--- src/rtl/complex_pkg.sv ---
// -----------------------------------------------------------------------------
// complex_pkg
// Types and helpers shared by the FFT datapath blocks: the complex sample
// type, the stage sequencer state encoding, and helpers that size the
// read-to-write pipeline (one memory read cycle plus the butterfly depth).
// No ports; imported by the sequencer, the butterfly and the memory wrapper.
// -----------------------------------------------------------------------------
package complex_pkg;

    localparam int CPLX_W = 16;

    typedef struct packed {
        logic signed [CPLX_W-1:0] re;
        logic signed [CPLX_W-1:0] im;
    } complex_t;

    typedef enum logic [1:0] {
        IDLE  = 2'd0,
        ISSUE = 2'd1,
        DRAIN = 2'd2
    } seq_state_t;

    // Read-to-write distance: one cycle of synchronous memory read followed
    // by the butterfly pipeline.
    function automatic int pipe_depth(input int bf_latency);
        return 1 + bf_latency;
    endfunction

    // Width of a counter that must hold values 0..n-1 (never less than 1 bit).
    function automatic int cnt_width(input int n);
        return (n < 2) ? 1 : $clog2(n);
    endfunction

endpackage

--- src/rtl/fft_wr_delay.sv ---
// -----------------------------------------------------------------------------
// fft_wr_delay
// Fixed-depth shift register that turns a read strobe/address bundle into the
// matching write strobe/address bundle DEPTH cycles later.
//   clk   in   rising-edge clock
//   rst   in   asynchronous active-high reset, empties the line
//   flush in   synchronous clear of every stage (drops pending writes)
//   din   in   WIDTH-bit bundle entering the line
//   dout  out  WIDTH-bit bundle leaving the line, DEPTH cycles after din
// -----------------------------------------------------------------------------
module fft_wr_delay #(
    parameter int DEPTH = 3,
    parameter int WIDTH = 8
) (
    input  logic             clk,
    input  logic             rst,
    input  logic             flush,
    input  logic [WIDTH-1:0] din,
    output logic [WIDTH-1:0] dout
);

    logic [WIDTH-1:0] line_q [DEPTH];

    // NOTE: every stage carries a live write strobe, so this small array is
    // reset like ordinary flops; a RAM-style store would not be.
    // NOTE: non-blocking assignments make each stage take the value its
    // neighbour held before the edge, which is what a shift register is.
    always_ff @(posedge clk or posedge rst) begin
        if (rst) begin
            for (int i = 0; i < DEPTH; i++) line_q[i] <= '0;
        end else if (flush) begin
            for (int i = 0; i < DEPTH; i++) line_q[i] <= '0;
        end else begin
            line_q[0] <= din;
            for (int i = 1; i < DEPTH; i++) line_q[i] <= line_q[i-1];
        end
    end

    assign dout = line_q[DEPTH-1];

endmodule

--- src/rtl/fft_stage_sequencer.sv ---
// -----------------------------------------------------------------------------
// fft_stage_sequencer
// In-place radix-2 DIT FFT control: walks N_LOG2 stages of N/2 butterflies,
// issuing operand reads and (PIPE cycles later) result writes.
//   clk, rst              clock, asynchronous active-high reset
//   start                 begin a transform (ignored while busy / in done cycle)
//   abort                 cancel a running transform, dropping pending writes
//   busy                  transform in progress (ISSUE or DRAIN)
//   done                  one-cycle pulse after the last write of the last stage
//   stage                 current stage index
//   rd_en, rd_addr_a/b    operand read strobe and top/bottom addresses
//   tw_addr               twiddle ROM address, valid with rd_en
//   wr_en, wr_addr_a/b    result write strobe and addresses
// -----------------------------------------------------------------------------
module fft_stage_sequencer
    import complex_pkg::*;
#(
    parameter int N_LOG2     = 9,
    parameter int BF_LATENCY = 2
) (
    input  logic                      clk,
    input  logic                      rst,
    input  logic                      start,
    input  logic                      abort,
    output logic                      busy,
    output logic                      done,
    output logic [$clog2(N_LOG2)-1:0] stage,
    output logic                      rd_en,
    output logic [N_LOG2-1:0]         rd_addr_a,
    output logic [N_LOG2-1:0]         rd_addr_b,
    output logic [N_LOG2-2:0]         tw_addr,
    output logic                      wr_en,
    output logic [N_LOG2-1:0]         wr_addr_a,
    output logic [N_LOG2-1:0]         wr_addr_b
);

    localparam int PIPE = pipe_depth(BF_LATENCY);
    localparam int SW   = $clog2(N_LOG2);
    localparam int KW   = N_LOG2 - 1;
    localparam int DCW  = cnt_width(PIPE);
    localparam int DLW  = 2 * N_LOG2 + 1;

    localparam logic [KW-1:0]  K_LAST = '1;
    localparam logic [SW-1:0]  S_LAST = SW'(N_LOG2 - 1);
    localparam logic [DCW-1:0] D_LAST = DCW'(PIPE - 1);

    seq_state_t        state, state_nxt;
    logic [KW-1:0]     k;
    logic [SW-1:0]     stage_q;
    logic [DCW-1:0]    dcnt;
    logic              done_q;
    logic              k_last, s_last, d_last, accept;

    int                s_i;
    logic [N_LOG2-1:0] k_ext, pos, addr_a, addr_b;
    logic [KW-1:0]     addr_tw;
    logic [DLW-1:0]    dly_out;

    assign k_last = (k == K_LAST);
    assign s_last = (stage_q == S_LAST);
    assign d_last = (dcnt == D_LAST);
    // A start landing in the done cycle is dropped; abort beats start.
    assign accept = start && !abort && !done_q;

    // State register
    always_ff @(posedge clk or posedge rst) begin
        if (rst) state <= IDLE;
        else     state <= state_nxt;
    end

    // Next-state logic
    // NOTE: defaulting every always_comb output first keeps paths that do not
    // assign it from inferring a latch.
    always_comb begin
        state_nxt = state;
        case (state)
            IDLE:  if (accept) state_nxt = ISSUE;
            ISSUE: begin
                if (abort)       state_nxt = IDLE;
                else if (k_last) state_nxt = DRAIN;
            end
            DRAIN: begin
                if (abort)       state_nxt = IDLE;
                else if (d_last) state_nxt = s_last ? IDLE : ISSUE;
            end
            default:             state_nxt = IDLE;
        endcase
    end

    // Butterfly, stage and drain counters plus the registered done pulse.
    always_ff @(posedge clk or posedge rst) begin
        if (rst) begin
            k       <= '0;
            stage_q <= '0;
            dcnt    <= '0;
            done_q  <= 1'b0;
        end else begin
            done_q <= (state == DRAIN) && d_last && s_last && !abort;
            if (abort || state == IDLE) begin
                k       <= '0;
                stage_q <= '0;
                dcnt    <= '0;
            end else if (state == ISSUE) begin
                k    <= k_last ? '0 : k + 1'b1;
                dcnt <= '0;
            end else if (d_last) begin
                dcnt    <= '0;
                stage_q <= s_last ? '0 : stage_q + 1'b1;
            end else begin
                dcnt <= dcnt + 1'b1;
            end
        end
    end

    // Address generator: butterfly k of stage s pairs a and a+2^s, where a
    // keeps the low s bits of k and opens a zero at bit s.
    always_comb begin
        s_i     = int'(stage_q);
        k_ext   = {1'b0, k};
        pos     = k_ext & N_LOG2'((1 << s_i) - 1);
        addr_a  = ((k_ext >> s_i) << (s_i + 1)) | pos;
        addr_b  = addr_a | N_LOG2'(1 << s_i);
        addr_tw = KW'(pos << (N_LOG2 - 1 - s_i));
    end

    // Outputs; addresses are held at zero whenever no read is issued.
    always_comb begin
        busy      = (state != IDLE);
        done      = done_q;
        stage     = stage_q;
        rd_en     = (state == ISSUE);
        rd_addr_a = '0;
        rd_addr_b = '0;
        tw_addr   = '0;
        if (state == ISSUE) begin
            rd_addr_a = addr_a;
            rd_addr_b = addr_b;
            tw_addr   = addr_tw;
        end
    end

    fft_wr_delay #(
        .DEPTH (PIPE),
        .WIDTH (DLW)
    ) u_wr_delay (
        .clk   (clk),
        .rst   (rst),
        .flush (abort && busy),
        .din   ({rd_en, rd_addr_a, rd_addr_b}),
        .dout  (dly_out)
    );

    assign {wr_en, wr_addr_a, wr_addr_b} = dly_out;

endmodule

--- config.mk ---
export PLATFORM = sky130hd
export DESIGN_NAME = fft_stage_sequencer
export DESIGN_NICKNAME = d
export VERILOG_FILES = /design/src/rtl/complex_pkg.sv /design/src/rtl/fft_wr_delay.sv /design/src/rtl/fft_stage_sequencer.sv
export SDC_FILE = /design/constraint.sdc
export NUM_CORES = 1
export LEC_CHECK = 0
export ABC_AREA = 1
export CORE_MARGIN = 2
export CORE_UTILIZATION = 45
export CTS_BUF_LIST = sky130_fd_sc_hd__clkbuf_2 sky130_fd_sc_hd__clkbuf_4 sky130_fd_sc_hd__clkbuf_8
export DETAILED_ROUTE_END_ITERATION = 10
export GPL_TIMING_DRIVEN = 0
export PLACE_DENSITY = 0.67
export SYNTH_ARGS = -nofsm -noshare
export SYNTH_HDL_FRONTEND = slang
export SYNTH_SLANG_ARGS = --single-unit
--- constraint.sdc ---
create_clock -name clk -period 3.7 [get_ports clk]
set_input_delay 0.37 -clock clk [delete_from_list [all_inputs] [get_ports clk]]
set_output_delay 0.37 -clock clk [all_outputs]
set_load 0.02 [all_outputs]
==> results.md, run 1 <==
- Outcome: complete, no violations
- Req. time, crit path: between 3 and 4 ns
- Global-route wire length before repair: approximately 17000 um
- Non-filler instance count after layout: between 700 and 800
- Largest net degree at the start of global routing: 75
- DPL Wire Length: roughly 7900 um
- Seq pwr share: 44.0%
- Net Sw Frac: 33.07%
- Worst Hold Launch: abort
- Pint: about 1.4 mW
- Routability cong.: roughly 0.9
- Final-report hold violation count: 0
- Comb power frac: about a quarter
- Flops & latches, synth: 74
- Number of core rows: 35
- Worst R2R Start: stage[0]
- Setup crit start kind: flop
- Final setup vio count: 0
- Worst Hold Class: in2reg
- Cts hold-fix bufs: 0
- Die Y: 101.0 um
- Total power draw: 2.033 mW
- Clock power share: between 30% and 40%
- Fmax: between 0.2 and 0.3 GHz
- Final Net Count: 639
- Share of cells above drive strength 1: ~16%
- Worst Max-Slew Pin Slew: roughly 0.88 ns
- # port buffers: 54
- Post-route setup slack: around 0.16 ns
- Antenna cell count: 0
- Starting Density: a little under half
- Routed Antenna Nets: 0
- Crit path time final: 3.545 ns
- Clock root cell: clkbuf_8
- Syn Area/Cell: around 7.5 um2
- Area Overhead vs Synth: 21.44%
- Slew Limit Fails: 0
- Grt total ovfl: 0
- DIE WIDTH: 101.0 um
- DRC viols: 0
- Die Area: 0.01019 mm2
- I/O pins: 56
- Crit path from: stage[0]
- Drt first-iter violations: roughly 240
- Max-slew headroom: roughly two fifths
- DRT Pass-1 Iters: 5
- Pre-CTS WS: -0.1044 ns
- CP endpoint kind: primary output
- Critical path data arrival time: around 3.2 ns
- Sw Pwr: ~0.67 mW
- Synthesized net count: approximately 580
- Maxcap violations: 0
- Worst-path maximum fanout: 20
- Post-Syn Instances: roughly 560
- # clock sinks: 74
- LEAKAGE: approximately 2.7 nW
- Placed Cells: around 730
- Sequential area share after synthesis: 43.76%
- CTS tree: built
- CP Class: reg2out
- Synth area leader: dfrtp_1
- Ys Warns: 0
- Most frequent cells in the layout: nand2_1 (109), nor2_1 (79), inv_1 (75), dfrtp_1 (73), nand3_1 (71)
- Core box area: slightly above 0.009 mm2
- Yosys top cell area share: between 40% and 50%
- Num CTS Buffers: 9
- GRT Total Usage: a little over a fifth
- Most area-consuming cells after synthesis: dfrtp_1 (44%), nand2_1 (9.7%), nand3_1 (8.5%)
- Core Util, Final: a little under three fifths
- Synthesized area: about 0.0042 mm2
- Commonest non-fill, non-tap cell in the layout: nand2_1
- Routed WL: 10530 um
- Power density over the cells: just under 400 mW/mm2
- Clock slew at reported path FFs: ~0.08 ns
- Final period util: between 90% and 100%
- Worst-case clock buffer depth: 2
- Unique cell type count in the Yosys netlist: 33
- Post-CTS Setup Bufs: 0
- Vias in the first global route: between 3000 and 4000
- Routed WL per cell: 14.20 um
- Vias per std cell: a little over 5
- Worst Skew: a little under 0.009 ns
- Maximum VDD drop: 0.1993 mV
- WHS: approximately 0.33 ns
- Vias: roughly 3800
- H-tree depth: 3
- Latest clock arrival within the worst-skew pair: ~0.35 ns
- Initial antenna violation count: 0
- RSZ-0062 raised after global routing: no
metrics by stage:
stage | area (um2) | TNS, ns
after floorplan | 4232 | 0
after global placement | 4911 | -0.2382
after detailed placement | 4913 | -0.1689
after CTS | 5117 | 0
after global routing | 5139 | 0
final | 5139 | 0
sequential cells by signal, summed over array words and instances (netlist names):
register / count
u_wr_delay.dout: 19
stage: 4
u_wr_delay.line_q: 38
state: 2
dcnt: 2
done: 1
k: 8
timing repair:
action                     CTS  global route
resized for setup           17            21
setup endpoints to repair   18            14
pin swaps                    0             0
worst max-delay path: stages, from the launching register on:
cell and delay [ns]:
dfrtp_2 0.43, buf_6 0.16, inv_4 0.05, buf_8 0.15
ha_2 0.30, buf_2 0.20, clkbuf_1 0.36, nand2_1 0.10
nand3_1 0.07, nand2_1 0.08, nand2_1 0.09, nand2_2 0.10
nand2_1 0.11, clkdlybuf4s50_1 0.60
Yosys cell counts (all sizes together):
cell / instances
clkbuf: 6
o211ai: 1
a21oi: 12
xor2: 4
o22ai: 5
nand2: 120
clkinv: 2
nand3: 75
ha: 10
o21ai: 23
o31ai: 1
a31oi: 3
buf: 34
nand3b: 3
inv: 88
dfrtp: 74
nand4: 7
xnor2: 1
a32oi: 1
nor3: 4
nor2: 87
final cells by class:
| class | instances | area, um2 |
|---|---|---|
| multi-input combinational | 357 | 1783 |
| clock inverter | 6 | 73.82 |
| buffer | 39 | 276.5 |
| sequential | 74 | 1853 |
| fill | 859 | 4058 |
| tap | 111 | 138.9 |
| clock buffer | 10 | 137.6 |
| inverter | 90 | 349.1 |
| timing repair buffer | 54 | 526.8 |
layer usage:
metal  GRT usage [%]  part of all wire [%]  wire, um  up-vias
met3           3.398                   5.1       532       23
li1                -                     -         -     1861
met5               0                     0         0        -
met1           27.21                    44      4582     1746
met2           36.82                    48      5100      121
met4           9.459                   2.9       309        0
path summary, 6_finish.rpt:
path / end / slack [ns] / cells past startpoint
max in group asynchronous: stage[0] / 2.52 / 2
max: rd_addr_b[8] / 0.16 / 13
max reg2reg: u_wr_delay.line_q[53] / 1.20 / 14
min reg2reg: dcnt[0] / 0.43 / 1
min: u_wr_delay.line_q[40] / 0.33 / 2
min in group asynchronous: u_wr_delay.dout[0] / 0.58 / 2
cell families (layout without fill, tap and decap cells):
kind of cell	Yosys count	after routing	share of synthesized area, %
and+or+nand+nor	296	296	31.31
AOI/OAI and AO/OA	46	46	6.417
xor gates and xnor gates	5	5	1.035
buffers and inverters	130	199	14.52
adders and majority gates	10	10	2.957
DFF	74	74	43.76
power groups by stage:
stage,clock [mW],sequential (mW),combinational (mW)
6_report,0.660,0.895,0.478
5_1_grt,0.699,0.902,0.526
4_1_cts,0.674,0.895,0.483
3_5_place_dp,0,0.911,0.480
3_3_place_gp,0,0.910,0.473
2_1_floorplan,0,0.906,0.310
Note: power is estimated with default switching activity, not from simulation.
==> inputs of run 2 (changes only) <==
--- a/config.mk
+++ b/config.mk
@@ -9,6 +9,7 @@
 export CORE_MARGIN = 2
 export CORE_UTILIZATION = 45
 export CTS_BUF_LIST = sky130_fd_sc_hd__clkbuf_2 sky130_fd_sc_hd__clkbuf_4 sky130_fd_sc_hd__clkbuf_8
+export CTS_CLUSTER_SIZE = 8
 export DETAILED_ROUTE_END_ITERATION = 10
 export GPL_TIMING_DRIVEN = 0
 export PLACE_DENSITY = 0.67
==> results of run 2 <==
Final layout, timing and power as in run 1 (identical DEF).
